**config.mk**
```make
export PLATFORM = sky130hd
export DESIGN_NAME = grant_decode_arbiter
export DESIGN_NICKNAME = d
export VERILOG_FILES = /design/src/rtl/grant_decode_arbiter.sv
export SDC_FILE = /design/constraint.sdc
export NUM_CORES = 1
export LEC_CHECK = 0
export ABC_CLOCK_PERIOD_IN_PS = 3800
export CAP_MARGIN = 20
export CORE_ASPECT_RATIO = 0.8
export CORE_UTILIZATION = 50
export DETAILED_ROUTE_END_ITERATION = 6
export HOLD_SLACK_MARGIN = 0.1
export PLACE_DENSITY_LB_ADDON = 0.3
export SLEW_MARGIN = 5
export SYNTH_ARGS = -nofsm -noshare
export SYNTH_HDL_FRONTEND = slang
export SYNTH_SLANG_ARGS = --single-unit
```
**constraint.sdc**
```tcl
create_clock -name clk -period 3.8 [get_ports clk]
set_input_delay 0.57 -clock clk [delete_from_list [all_inputs] [get_ports clk]]
set_output_delay 0.57 -clock clk [all_outputs]
set_load 0.01 [all_outputs]
```
**src/rtl/grant_decode_arbiter.sv**
```systemverilog
// grant_decode_arbiter: round-robin 16-way arbiter with hold limit, driving an index and matching one-hot grant
module grant_decode_arbiter #(
    parameter int MAX_HOLD = 8
) (
    input  logic        clk,
    input  logic        rst_n,
    input  logic [15:0] req,
    output logic [15:0] gnt,
    output logic [3:0]  gnt_idx,
    output logic        gnt_valid,
    output logic        timeout
);
    typedef enum logic [1:0] {IDLE, GRANT, GAP} state_t;
    localparam logic [7:0] hold_max = 8'(MAX_HOLD);
    state_t      state, state_nx;
    logic [3:0]  ptr, ptr_nx, gnt_idx_nx, pick;
    logic [7:0]  hold_cnt, hold_cnt_nx;
    logic [15:0] gnt_nx;
    logic        gnt_valid_nx, timeout_nx, found;

    // rotating priority search starting just after the last served requester
    always_comb begin
        pick  = '0;
        found = 1'b0;
        for (int i = 0; i < 16; i++) begin
            if (!found && req[4'(ptr + 4'(i + 1))]) begin
                pick  = 4'(ptr + 4'(i + 1));
                found = 1'b1;
            end
        end
    end

    // next state and next registered outputs; a drop on the limit cycle counts as a normal release
    always_comb begin
        state_nx     = state;
        ptr_nx       = ptr;
        hold_cnt_nx  = hold_cnt;
        gnt_nx       = gnt;
        gnt_idx_nx   = gnt_idx;
        gnt_valid_nx = gnt_valid;
        timeout_nx   = 1'b0;
        case (state)
            IDLE: begin
                if (found) begin
                    state_nx     = GRANT;
                    gnt_idx_nx   = pick;
                    gnt_nx       = 16'd1 << pick;
                    gnt_valid_nx = 1'b1;
                    hold_cnt_nx  = 8'd1;
                end
            end
            GRANT: begin
                if (!req[gnt_idx] || (hold_max != 8'd0 && hold_cnt == hold_max)) begin
                    state_nx     = GAP;
                    ptr_nx       = gnt_idx;
                    gnt_nx       = '0;
                    gnt_idx_nx   = '0;
                    gnt_valid_nx = 1'b0;
                    timeout_nx   = req[gnt_idx];
                end else begin
                    hold_cnt_nx = (hold_cnt == 8'hFF) ? hold_cnt : hold_cnt + 8'd1;
                end
            end
            GAP:     state_nx = IDLE;
            default: state_nx = IDLE;
        endcase
    end

    // state and output registers; reset clears outputs without waiting for a clock
    always_ff @(posedge clk or negedge rst_n) begin
        if (!rst_n) begin
            state     <= IDLE;
            ptr       <= 4'd15;
            hold_cnt  <= '0;
            gnt       <= '0;
            gnt_idx   <= '0;
            gnt_valid <= 1'b0;
            timeout   <= 1'b0;
        end else begin
            state     <= state_nx;
            ptr       <= ptr_nx;
            hold_cnt  <= hold_cnt_nx;
            gnt       <= gnt_nx;
            gnt_idx   <= gnt_idx_nx;
            gnt_valid <= gnt_valid_nx;
            timeout   <= timeout_nx;
        end
    end
endmodule
```
Word-level counts from Yosys, hierarchy flattened
Cells that the tools add are included.

Add/sub/neg operators: 16. Magnitude comparators: 17. Equality and inequality tests: 7. Shift operators: 1. Multiplexer cells: 84. Reductions and logical operators: 38.

Operators with widths (number): $lt 4x5->1 const B (17); $mux 4 (18); $bmux 1 s4 (17); $mux 1 (37); $add 4x4->4 const B (8); $mux 16 (2); $pmux 16 s2 (1); $mux 8 (3); $add 4x3->4 const B (4); $logic_not 1->1 (16); $pmux 8 s2 (1); $shl 1x4->16 const A (1); $logic_and 1x1->1 (15); $add 4x2->4 const B (2); $add 8x1->8 const B (1); $eq 8x4->1 const B (1); $eq 8x8->1 const B (1); $ne 2x2->1 const B (4); $pmux 4 s2 (1); $add 4x1->4 const B (1); $mux 2 (2); $pmux 2 s2 (1); $reduce_and 2->1 (2); $reduce_and 4->1 (1); 6 further kinds (6).

Bits in registers: 36. Output and inout bits: 22. Logic and storage cells: 170.

Logic depth before layout (Yosys ltp)
Gate-level depths: netlist (run 1).

Depth in word-level cells: 52. Mapped depth: 16.

Least setup slack after synthesis (run 1)
OpenSTA, ideal clock, no wires.

Path kind: register -> register. Start point: register ptr[2]. End point: register gnt[5]. Arrival time: 3.946 ns. Required time: 3.663 ns. Setup slack: -0.283 ns. Stages on the path, launching flop included: 14. Period minus slack after synthesis: 4.083 ns. Cell sequence: dfstp_2 > buf_6 > inv_1 > clkbuf_1 > ha_1 > buf_6 > mux4_2 > mux4_2 > nor4_4 > nand2_1 > or3_1 > and4_1 > o211ai_1 > o31ai_1.

Cells in the longest elaborated chain, start to end: 52. Elaborated cells on any way between the ends: 114. Those cells by class: add/sub: 15; eq/ne: 1; shift: 1; mux: 66; reduce/logical: 31.

Ends and longest elaborated chain: start: declaration (RTL line 16) `logic [3:0] ptr, ptr_nx, gnt_idx_nx, pick;`; start signal: assignment (RTL line 81) `ptr <= ptr_nx;`; $add 4x1->4 (RTL line 26, 27); $bmux 1 s4 (RTL line 26) `if (!found && req[4'(ptr + 4'(i + 1))]) begin`; $mux 1 (implied by the code) (RTL line 26); $mux 1 (RTL line 26); $logic_not 1->1 (RTL line 26); $logic_and 1x1->1 (RTL line 26); $mux 1 (RTL line 26); $logic_not 1->1 (RTL line 26); [36 not listed]; $logic_and 1x1->1 (RTL line 26); $mux 1 (RTL line 26); $logic_not 1->1 (RTL line 26); $logic_and 1x1->1 (RTL line 26); $mux 4 (RTL line 26); $shl 1x4->16 (RTL line 47) `gnt_nx = 16'd1 << pick;`; $mux 16 (RTL line 44) `if (found) begin`; $pmux 16 s2 (RTL line 42) `case (state)`; end signal: assignment (RTL line 83) `gnt <= gnt_nx;`; end: declaration (RTL line 8) `output logic [15:0] gnt,`.

Several ways; a longest one is shown, not always the timed one. The select of a mux whose other input is x is not followed. A chain may end at the register's enable or synchronous reset.

Worst setup path in the final report (run 1)
Start point: register ptr[0]. End point: register gnt[1].

Same word-level chain as after synthesis.

==> results of run 1 <==
-- final timing paths --
kind	depth (start not counted)	from	to	slack, ns
worst max-delay path	14	ptr[0]	gnt[1]	0.0008
worst min-delay path	2	gnt_valid	gnt_valid	0.48
worst max register to register	14	ptr[0]	gnt[1]	0.0008
worst min register to register	2	gnt_valid	gnt_valid	0.48
max in group asynchronous	2	rst_n	ptr[3]	2.75
min in group asynchronous	2	rst_n	gnt[3]	0.69
-- timing repair --
item,in CTS,in global routing
gates cloned,0,2
hold buffers,0,0
setup endpoints to repair,10,26
buffers inserted,1,16
resized for setup,3,43
pin swaps,1,10
-- layout make-up --
class / instances / area [µm²]
multi-input cells: 369 / 3437
fillers: 591 / 2376
repair buffers: 127 / 1151
flip-flops and latches: 36 / 905.9
well taps: 108 / 135.1
clock buffers: 6 / 72.57
inverters: 12 / 45.04
clock inverters: 1 / 5.005
-- per-layer routing --
layer | track usage [%] | routed length (µm)
met1 | 44.72 | 5823
met2 | 45.45 | 6415
met3 | 6.144 | 1595
met4 | 8.712 | 307
met5 | 0 | 0
-- sequential cells by signal, indices dropped and copies added, names as in the netlist --
register and flops:
gnt 16, gnt_idx 4, gnt_valid 1, hold_cnt 8
ptr 4, state 2, timeout 1
-- synthesized netlist by cell type, drive strengths merged, types with 3 or more instances --
library cell  count  area share, %
o21ai            27            3.1
o21a              5           0.87
o2111ai           3           0.61
a21boi            3           0.52
nand2            53            4.6
a21oi            13            1.6
dfstp             4            2.4
or2               3           0.44
mux2i            34            8.8
nor2             24            2.1
nor4              3           0.93
o31a              3           0.84
nand3            12            1.5
and2              5           0.73
mux2             20            5.3
and3              8            1.3
a211oi            3           0.64
or3               3           0.44
inv              12            1.0
nor3b             3           0.64
xnor2             7            1.8
clkbuf            5           0.44
nand4             8            1.5
o31ai            20            3.9
o211ai            7            1.3
xor2              9            2.2
mux4             28             15
o22ai             3           0.58
ha               10            2.9
buf              18            2.8
nor3              6           0.96
dfrtp            32             19
-- worst reg2reg max path: cells and delay by family (launching register included) --
kind | cells | cell delay, ns
multiplexers | 3 | 0.79
AND/OR/NAND/NOR | 2 | 0.69
adder cells (fa/ha/maj) | 1 | 0.33
AO/OA/AOI/OAI | 4 | 0.74
flip-flops | 1 | 0.57
buffers and inverters | 4 | 0.60
-- through the flow --
stage	setup TNS (ns)	hold WS [ns]	util [%]	instances	cell area, µm²
2_1_floorplan	-0.2395	0.2744	-	440	4353
3_3_place_gp	-0.4526	0.4626	65.10	633	5291
3_5_place_dp	-2.033	0.4656	65.10	633	5291
4_1_cts	0	0.4823	66.44	641	5400
5_1_grt	-0.6475	0.5137	70.77	659	5752
6_report	0	0.4753	70.77	659	5752
-- cells by family after synthesis --
group | after synthesis
compound gates | 120
xor+xnor | 16
fa+ha+maj | 10
buf+inv | 35
flops | 36
mux | 82
simple gates | 141
==> flow_results.org, run 1 <==
** Die
- Once the floorplan was initialized, standard cells occupied 53.05% of the core.
- The region available for standard cell placement spans 0.008128 mm².
- Height of the die :: 85.06 µm
- Overall die area :: 0.009001 mm²
- The die is 105.8 µm wide.
- Number of ports placed on the die boundary :: 40
- Floorplan row count :: 29

** Synthesis
- Xor and xnor fraction of the mapped netlist area :: 3.947%
- Number of synthesis warnings :: 0
- Net count after synthesis :: 468
- Leading register cell type out of synthesis :: sky130_fd_sc_hd__dfrtp_1
- Post-Synthesis Cells :: 440
- Of the total synthesized cell area, the portion taken by full adders, half adders and majority gates is 2.902%.
- The synthesized netlist devotes 21.62% of its cell area to compound gates.
- In this run the mean area of a mapped cell was 9.799 µm².
- After synthesis the cells add up to 0.004312 mm².
- Multiplexer fraction of the synthesized cell area :: 28.79%
- In this run, synthesis produced a sequential element count of 36.
- In the synthesized netlist the async set-or-reset flop fraction comes to 100.0%.
- Of the total synthesized cell area, the portion taken by AND, OR, NAND and NOR gates is 17.41%.
- After synthesis, the largest family of logic cells by area is multiplexers.
- The synthesized netlist contains 95 unique library cells.
- Number of enable-type register cells in the synthesized netlist :: 0
- Sequential-to-total area share from yosys stat :: 21.01%

** Critical path
- The critical path is of the reg -> reg type.
- Critical path buffers and inverters :: 4
- Cell Chain, Critical Path :: inv_2 -> ha_4 -> clkbuf_16 -> mux2i_1 -> mux4_2 -> mux2i_4 -> buf_4 -> or4_4 -> nor3_4 -> o31a_2 -> o32a_1 -> o211ai_1 -> buf_4 -> o31ai_2
- Critical-path top delay cell :: sky130_fd_sc_hd__dfstp_2
- CP most frequent cell :: sky130_fd_sc_hd__buf_4
- Arrival @ worst endpoint :: 4.00 ns
- Worst endpoint required time :: 4.00 ns
- Worst-path maximum fanout :: 5
- The worst setup path is captured at a flop.
- The largest single stage delay on the critical path is 0.57 ns.
- The worst setup path is launched from a flop.
- In this design, the largest share of critical-path delay is due to multiplexers.

** Timing
- Setup violations remaining at the end of the flow were counted as 0.
- On the final layout, the worst clock skew is 0.009298 ns.
- The max-slew violation count is 0.
- Max frequency :: 263.2 MHz
- Dividing the final minimum period by the clock period gives 99.98%.
- Hold Fails Final Rpt :: 0
- Relative slew slack :: 56.03%
- Shortest clock period the worst path allows after layout :: 3.799 ns
- Worst Tran Pin Value :: 0.6537 ns
- RSZ-0062 raised after global routing :: true
- Setup slack closes at 0.0007896 ns.

** Finish
- Area Overhead vs Synth :: 33.40%
- The top cell types in the final layout, fill and taps aside, are 78 x sky130_fd_sc_hd__buf_4, 51 x sky130_fd_sc_hd__nand2_1, 39 x sky130_fd_sc_hd__clkdlybuf4s50_1.
- Of the cells placed in the final design, the portion with a size suffix greater than 1 is 37.02%.
- The library cell used most frequently in the layout, excluding fill and tap cells, is sky130_fd_sc_hd__buf_4.
- The number of antenna diodes in the final layout is 0.
- For this run, the post-layout net count is 579.

** Clocking
- Clock sink total :: 36
- H-Tree Depth :: 2
- Worst skew pair latency :: 0.29 ns
- TritonCTS built the clock tree.
- The tree is rooted in a sky130_fd_sc_hd__clkbuf_8.
- After clock tree synthesis, the clock-pin slew on the worst setup and hold paths is 0.07 ns.
- Bufs on Longest Clock Path :: 2
- Num CTS Buffers :: 5

** Global routing
- Global routing finished with a remaining overflow of 0.
- Antenna violations before repair :: 0
- Maximum number of pins on one net before global-route repair :: 37
- Global-route wire length before repair :: 21330 µm
- Global routing used 30.43% of the available tracks across all layers.
- Via count of the first global-routing pass :: 4043

** Placed design
- Number of buffers added on ports :: 39
- At the placement stage, the worst setup path has a slack of -0.1594 ns.
- Final weighted congestion in routability-driven placement :: 0.9839
- The HPWL after detailed placement is 10290 µm.

** Routing
- Via-to-Cell Ratio :: 6.713
- Routed length per placed instance :: 21.46 µm
- Summed over all layers, the routed wires come to 14140 µm.
- For this run, design rule violations remaining after detail routing come to 0.
- ANT nets after route :: 0
- For this block, the initial DRC count from the detailed router was 494.
- Via Count :: 4424
- Detailed-router iteration count before antenna repair :: 5

** Worst hold path
- The path class of the tightest hold or removal check is reg -> reg.

** Run
- Total of max-cap violations :: 0

** Outcome
- Run status :: complete, no violations
Power of run 1 is not shown: default switching activity piles up to over one toggle a cycle in this logic, so the estimate is an artifact.
==> run 2, diff against run 1 <==
- ABC_AREA: unset -> 0
==> results of run 2 <==
The final DEF is identical to that of run 1; final timing and power are the same.
Power of run 2 is left out for the same reason.
